`config.mk`:
```
export PLATFORM = sky130hd
export DESIGN_NAME = resp_fifo_sync_flat
export DESIGN_NICKNAME = d
export VERILOG_FILES = /design/src/rtl/resp_fifo_sync_pkg.sv /design/src/rtl/resp_fifo_sync_if.sv /design/src/rtl/resp_fifo_ram.sv /design/src/rtl/resp_fifo_sync.sv /design/src/flat_wrapper.sv
export SDC_FILE = /design/constraint.sdc
export NUM_CORES = 1
export LEC_CHECK = 0
export CAP_MARGIN = 25
export CORE_MARGIN = 4
export CORE_UTILIZATION = 31
export DETAILED_ROUTE_END_ITERATION = 12
export HOLD_SLACK_MARGIN = 0.05
export PLACE_DENSITY = 0.58
export SLEW_MARGIN = 20
export SYNTH_ARGS = -nofsm -noshare
export SYNTH_HDL_FRONTEND = slang
export SYNTH_SLANG_ARGS = --single-unit
```
`constraint.sdc`:
```
create_clock -name clk -period 4.8 [get_ports clk]
set_input_delay 1.44 -clock clk [delete_from_list [all_inputs] [get_ports clk]]
set_output_delay 1.44 -clock clk [all_outputs]
set_load 0.01 [all_outputs]
```
`src/rtl/resp_fifo_sync_pkg.sv`:
```
// resp_fifo_sync_pkg: shared bridge FIFO defaults and depth helper
package resp_fifo_sync_pkg;
    localparam int FIFO_WIDTH = 32;
    localparam int FIFO_ADDRBITS = 4;
    function automatic int unsigned fifo_depth(input int unsigned addrbits);
        return 32'd1 << addrbits;
    endfunction
endpackage

```
`src/rtl/resp_fifo_sync_if.sv`:
```
// resp_fifo_sync_if: write/read/status bundle of the single-clock response FIFO
interface resp_fifo_sync_if import resp_fifo_sync_pkg::*; #(
    parameter int WIDTH = FIFO_WIDTH,
    parameter int ADDRBITS = FIFO_ADDRBITS
);
    logic flush, wen, ren, rvalid, eflag, fflag, aempty, afull, ovf, udf;
    logic [WIDTH-1:0] wdata, rdata;
    logic [ADDRBITS:0] count;
    modport master(
        output flush, wdata, wen, ren,
        input rdata, rvalid, eflag, fflag, aempty, afull, count, ovf, udf
    );
    modport slave(
        input flush, wdata, wen, ren,
        output rdata, rvalid, eflag, fflag, aempty, afull, count, ovf, udf
    );
endinterface

```
`src/rtl/resp_fifo_ram.sv`:
```
// resp_fifo_ram: DEPTH x WIDTH storage, one write port, one registered read port
module resp_fifo_ram import resp_fifo_sync_pkg::*; #(
    parameter int WIDTH = FIFO_WIDTH,
    parameter int ADDRBITS = FIFO_ADDRBITS,
    parameter bit FWD = 1'b0
) (
    input  logic                clk,
    input  logic                rst,
    input  logic                we,
    input  logic                re,
    input  logic [ADDRBITS-1:0] waddr,
    input  logic [ADDRBITS-1:0] raddr,
    input  logic [WIDTH-1:0]    wdata,
    output logic [WIDTH-1:0]    rdata
);
    logic [WIDTH-1:0] mem [fifo_depth(ADDRBITS)];
    always_ff @(posedge clk)
        if (we) mem[waddr] <= wdata;
    always_ff @(posedge clk)
        if (rst) rdata <= '0;
        else if (re) rdata <= (FWD && we && waddr == raddr) ? wdata : mem[raddr];
endmodule

```
`src/rtl/resp_fifo_sync.sv`:
```
// resp_fifo_sync: single-clock response FIFO with flags, sticky errors, flush and optional FWFT
module resp_fifo_sync import resp_fifo_sync_pkg::*; #(
    parameter int WIDTH = FIFO_WIDTH,
    parameter int ADDRBITS = FIFO_ADDRBITS,
    parameter int AF_THRESH = 14,
    parameter int AE_THRESH = 2,
    parameter int FWFT = 0
) (
    input logic clk,
    input logic reset,
    resp_fifo_sync_if.slave bus
);
    localparam logic [ADDRBITS:0] DEPTH = (ADDRBITS+1)'(fifo_depth(ADDRBITS));
    localparam logic [ADDRBITS:0] AF = (ADDRBITS+1)'(AF_THRESH);
    localparam logic [ADDRBITS:0] AE = (ADDRBITS+1)'(AE_THRESH);
    localparam bit SHOW = (FWFT != 0);
    logic [ADDRBITS:0] wptr, rptr, rptr_n;
    logic ren_acc, wen_acc, rv_q, ovf_q, udf_q;
    always_comb begin
        ren_acc = bus.ren && !bus.eflag && !bus.flush;
        wen_acc = bus.wen && (!bus.fflag || ren_acc) && !bus.flush;
        rptr_n = rptr + (ADDRBITS+1)'(ren_acc);
    end
    always_ff @(posedge clk)
        if (reset) begin
            wptr <= '0;
            rptr <= '0;
            rv_q <= 1'b0;
            ovf_q <= 1'b0;
            udf_q <= 1'b0;
        end else if (bus.flush) begin
            wptr <= '0;
            rptr <= '0;
            rv_q <= 1'b0;
        end else begin
            wptr <= wptr + (ADDRBITS+1)'(wen_acc);
            rptr <= rptr_n;
            rv_q <= ren_acc;
            ovf_q <= ovf_q | (bus.wen & bus.fflag & !ren_acc);
            udf_q <= udf_q | (bus.ren & bus.eflag);
        end
    assign bus.count = wptr - rptr;
    assign bus.eflag = bus.count == '0;
    assign bus.fflag = bus.count == DEPTH;
    assign bus.aempty = bus.count <= AE;
    assign bus.afull = bus.count >= AF;
    assign bus.ovf = ovf_q;
    assign bus.udf = udf_q;
    assign bus.rvalid = SHOW ? !bus.eflag : rv_q;
    resp_fifo_ram #(.WIDTH(WIDTH), .ADDRBITS(ADDRBITS), .FWD(SHOW)) ram (
        .clk(clk),
        .rst(reset),
        .we(wen_acc),
        .re(ren_acc || (SHOW && wen_acc)),
        .waddr(wptr[ADDRBITS-1:0]),
        .raddr(SHOW ? rptr_n[ADDRBITS-1:0] : rptr[ADDRBITS-1:0]),
        .wdata(bus.wdata),
        .rdata(bus.rdata)
    );
endmodule

```
`src/flat_wrapper.sv`:
```
// flat-port wrapper written by rule: the top's interface ports become plain ports
module resp_fifo_sync_flat import resp_fifo_sync_pkg::*;
#(
    parameter int WIDTH = FIFO_WIDTH,
    parameter int ADDRBITS = FIFO_ADDRBITS,
    parameter int AF_THRESH = 14,
    parameter int AE_THRESH = 2,
    parameter int FWFT = 0
)
  (clk, reset, bus_flush, bus_wdata, bus_wen, bus_ren, bus_rdata, bus_rvalid, bus_eflag, bus_fflag, bus_aempty, bus_afull, bus_count, bus_ovf, bus_udf);
  resp_fifo_sync_if #(.WIDTH(WIDTH), .ADDRBITS(ADDRBITS)) bus_i ();
  input logic clk;
  input logic reset;
  input wire logic [$bits(bus_i.flush)-1:0] bus_flush;
  input wire logic [$bits(bus_i.wdata)-1:0] bus_wdata;
  input wire logic [$bits(bus_i.wen)-1:0] bus_wen;
  input wire logic [$bits(bus_i.ren)-1:0] bus_ren;
  output wire logic [$bits(bus_i.rdata)-1:0] bus_rdata;
  output wire logic [$bits(bus_i.rvalid)-1:0] bus_rvalid;
  output wire logic [$bits(bus_i.eflag)-1:0] bus_eflag;
  output wire logic [$bits(bus_i.fflag)-1:0] bus_fflag;
  output wire logic [$bits(bus_i.aempty)-1:0] bus_aempty;
  output wire logic [$bits(bus_i.afull)-1:0] bus_afull;
  output wire logic [$bits(bus_i.count)-1:0] bus_count;
  output wire logic [$bits(bus_i.ovf)-1:0] bus_ovf;
  output wire logic [$bits(bus_i.udf)-1:0] bus_udf;
  assign bus_i.flush = bus_flush;
  assign bus_i.wdata = bus_wdata;
  assign bus_i.wen = bus_wen;
  assign bus_i.ren = bus_ren;
  assign bus_rdata = bus_i.rdata;
  assign bus_rvalid = bus_i.rvalid;
  assign bus_eflag = bus_i.eflag;
  assign bus_fflag = bus_i.fflag;
  assign bus_aempty = bus_i.aempty;
  assign bus_afull = bus_i.afull;
  assign bus_count = bus_i.count;
  assign bus_ovf = bus_i.ovf;
  assign bus_udf = bus_i.udf;
  resp_fifo_sync #(.WIDTH(WIDTH), .ADDRBITS(ADDRBITS), .AF_THRESH(AF_THRESH), .AE_THRESH(AE_THRESH), .FWFT(FWFT)) u_core (.clk(clk), .reset(reset), .bus(bus_i));
endmodule
```
==> metrics.csv <==
stage,metric,value,unit
global_routing,overall routing resource usage,13.3,%
layout,area grow syn2layout,18.8,%
sta,setup TNS,0,ns
sta,RSZ-0062 raised after global routing,false,
yosys,post-synthesis sequential area ratio,77.4,%
critical_path,critical-path cell list,ha_1 -> a21oi_1 -> nand2_1 -> xor2_1 -> a2111oi_0 -> clkdlybuf4s50_1,
yosys,cell accounting for the most synthesized area,edfxtp_1,
critical_path,Setup CP Type,flop to output port,
place,DP Wirelength,25.6,mm
min_path,WHS Endpoint,u_core.bus.udf$_SDFFE_PP0N_,
routing,DRT iter0 DRCs,927,
cts,H-tree depth,2,
place,RD Place Congestion,0.758,
yosys,post-synth design cell area,21000,µm²
yosys,syn_nets,1053,
floorplanning,row cnt,95,
critical_path,CP startpoint kind,flop,
critical_path,WP data required,3.36,ns
sta,final setup fails,0,
pwr,P_leak,0.00747,µW
sta,Worst-Margin Slew,1.04,ns
layout,Finished Cell Area,25000,µm²
sta,Final Hold Fails,0,
critical_path,Critical Path AT,3.18,ns
cts,CTS tree,done,
critical_path,"CP delay by family, top",flip-flops,
pwr,Worst VDD drop,0.264,mV
layout,Inserted Diodes,0,
yosys,Seq cells post-synth,557,
routing,via count,10300,
floorplanning,Chip Width,268,µm
floorplanning,Initial Util,31.3,%
routing,Avg WL per Cell,23.5,µm
routing,DRC,0,
critical_path,Critical R2R Launch,u_core.wptr[0]$_SDFF_PP0_,
routing,DRT Pass-1 Iters,5,
cts,Max clock buf depth,3,
layout,Fillers,6014,
min_path,Hold Crit Class,flop to flop,
critical_path,CP max FO,11,
sta,Fmax achieved,0.216,GHz
pwr,clock power share,43.9,%
global_routing,first-pass GRT wire length,71.2,mm
yosys,top post-synthesis cells by area,"edfxtp_1 73%, mux4_2 14%, dfxtp_1 4.3%",
routing,drt total wl,48.0,mm
layout,Layout Nets,1166,
floorplanning,Die Height,268,µm
cts,clk_lat worst skew,0.60,ns
global_routing,total grt overflow,0,
pwr,Sw Pwr,1950,µW
sta,clk_skew,0.0192,ns
critical_path,max incr delay on CP,0.69,ns
floorplanning,area of the core,67200,µm²
critical_path,CP Buf/Inv Count,1,
pwr,Reg power frac,53.6,%
critical_path,Reg2Reg Setup Slack,1.13,ns
yosys,top cell type's share of synthesized area,73.1,%
critical_path,Critical R2R Capture,u_core.ram.mem[2][6]$_DFFE_PP_,
yosys,mean area per synthesized cell,20.9,µm²
yosys,Syn Inst Count,1007,
critical_path,crit end category,output port,
place,I/O Buffers,80,
cts,clk sink count,557,
cts,Root Driver,clkbuf_16,
critical_path,Worst R2R Path Depth,10,
routing,Vias/cell,5.06,
min_path,Hold Startpoint,u_core.bus.udf$_SDFFE_PP0N_,
sta,min cycle time layout,4.62,ns
cts,setup bufs post-CTS,0,
flow_run,max cap viols,0,
routing,"antenna viol nets, final",0,
global_routing,largest net degree at the start of global routing,67,
pwr,switch share,19.6,%
cts,cts hold-fix bufs,0,
floorplanning,Top-Level Pins,81,
sta,crit share post-route,96.2,%
cts,post_cts resized,0,
yosys,synth unique cells,41,
global_routing,vias in the first global route,10900,
place,placed cell area,23100,µm²
pwr,PwrDens,397,nW/µm²
sta,Slew HR,30.6,%
global_routing,initial antenna violation count,4,
yosys,Syn. warnings,0,
status,outcome,"complete, no violations",
pwr,Comb pwr share,2.5,%
layout,share of layout cells above drive strength 1,23.8,%
cts,CTS clock-pin slew for the worst setup and hold paths,0.06,ns
pwr,cell-internal power,7990,µW
floorplanning,die area,72100,µm²
cts,Num CTS Buffers,56,
min_path,hold path cells,2,
sta,Final Max Tran Viols,0,
critical_path,Worst path slowest cell,dfxtp_1,
==> cell type report <==
cell class	instances	area (µm²)	area share, %
clock buffer	76	1550	6.19
clock inverter	30	302	1.21
inverter	7	26.3	0.105
multi-input combinational	381	4590	18.4
sequential	557	16300	65.2
tap	873	1090	4.37
timing repair buffer	117	1140	4.56
==> state kept, by name (all words and copies together), names as in the netlist <==
signal / flops
u_core.rptr: 5
u_core.wptr: 5
u_core.ram.mem: 512
u_core.bus.udf: 1
u_core.bus.ovf: 1
u_core.ram.rdata: 32
u_core.bus.rvalid: 1
==> kinds of logic (layout without fill, tap and decap cells) <==
group	Yosys count	count (layout)	synth area share, %
buffers and inverters	69	230	1.42
AO/OA/AOI/OAI	141	141	3.89
adder cells (fa/ha/maj)	9	9	0.571
AND/OR/NAND/NOR	93	93	2.56
XOR/XNOR	10	10	0.452
multiplexers	128	128	13.7
flip-flops	557	557	77.4
==> worst max path at each step <==
stage | startpoint | end | slack (ns) | depth (start not counted)
after floorplan | u_core.rptr[1]$_SDFF_PP0_ | u_core.ram.mem[0][0]$_DFFE_PP_ | 0.03 | 8
after global placement | u_core.wptr[2]$_SDFF_PP0_ | bus_aempty | 0.83 | 6
after detailed placement | bus_flush | u_core.ram.mem[2][9]$_DFFE_PP_ | 0.81 | 7
after CTS | u_core.wptr[2]$_SDFF_PP0_ | bus_aempty | 0.16 | 6
after global routing | u_core.wptr[2]$_SDFF_PP0_ | bus_aempty | 0.02 | 6
final | u_core.wptr[2]$_SDFF_PP0_ | bus_aempty | 0.18 | 6
==> cells in the mapped netlist <==
cell and n:
and2_1 4, o22ai_1 64, buf_2 18, nand2b_1 2
o221ai_1 1, mux4_2 128, xnor2_1 4, nor3b_1 1
or4_1 31, nand3b_1 2, xor2_2 1, a21oi_1 36
clkbuf_1 40, a21bo_2 1, a31oi_1 1, ha_1 8
fa_1 1, and4b_4 1, nor3_1 6, a2111oi_0 1
dfxtp_1 45, nor2_1 24, nor2b_1 2, or2_2 1
buf_1 1, nand4b_1 1, and3_1 2, clkbuf_2 1
o21ba_2 1, o21a_1 1, buf_6 2, a31o_2 1
inv_1 7, edfxtp_1 512, o22a_2 1, nand4_1 2
a211oi_1 1, nand3_1 5, xor2_1 5, nand2_1 9
o21ai_0 32
==> per-stage QoR <==
stage / instances / utilization [%] / hold slack (ns) / power, µW / setup slack, ns
2_1_floorplan: 1007 / - / 0.498 / 5530 / 0.0343
3_3_place_gp: 1933 / 34.4 / 0.461 / 5670 / 0.826
3_5_place_dp: 1933 / 34.4 / 0.465 / 5680 / 0.814
4_1_cts: 2039 / 37.1 / 0.478 / 10000 / 0.159
5_1_grt: 2041 / 37.2 / 0.494 / 10300 / 0.0150
6_report: 2041 / 37.2 / 0.474 / 9930 / 0.180
==> power by group through the flow <==
stage                     combinational (µW)  clock (µW)  sequential [µW]
after floorplan                         99.4           0             5430
after global placement                   243           0             5430
after detailed placement                 250           0             5430
after CTS                                250        4460             5330
after global routing                     269        4670             5320
final                                    245        4360             5330
==> placed cells by master (no fill, tap or decap), types with 6 or more instances in the layout <==
cell type	synthesis	routed
o22ai_1	64	64
clkbuf_16	0	57
dfxtp_1	45	42
or4_1	31	31
o21ai_0	32	32
a21oi_1	36	36
clkdlybuf4s50_1	0	79
buf_4	0	33
clkinv_2	0	10
bufinv_16	0	6
inv_1	7	7
mux4_2	128	128
nor2_4	0	12
clkbuf_1	40	14
edfxtp_1	512	512
ha_1	8	8
nor2_1	24	12
clkinv_1	0	10
==> worst min-delay path, delay by kind of cell, from the launching register on <==
| family | cells | cell delay (ns) |
|---|---|---|
| flip-flops | 1 | 0.33 |
| AND/OR/NAND/NOR | 1 | 0.07 |
| AO/OA/AOI/OAI | 1 | 0.04 |
==> per-layer routing <==
| layer | track usage (%) | vias up | wire length (µm) |
|---|---|---|---|
| li1 | - | 4478 | - |
| met1 | 18.7 | 5495 | 21500 |
| met2 | 21.5 | 288 | 22900 |
| met3 | 2.65 | 64 | 2800 |
| met4 | 3.25 | 6 | 798 |
| met5 | 0 | - | 37 |
Power figures use the tool's default switching activity.
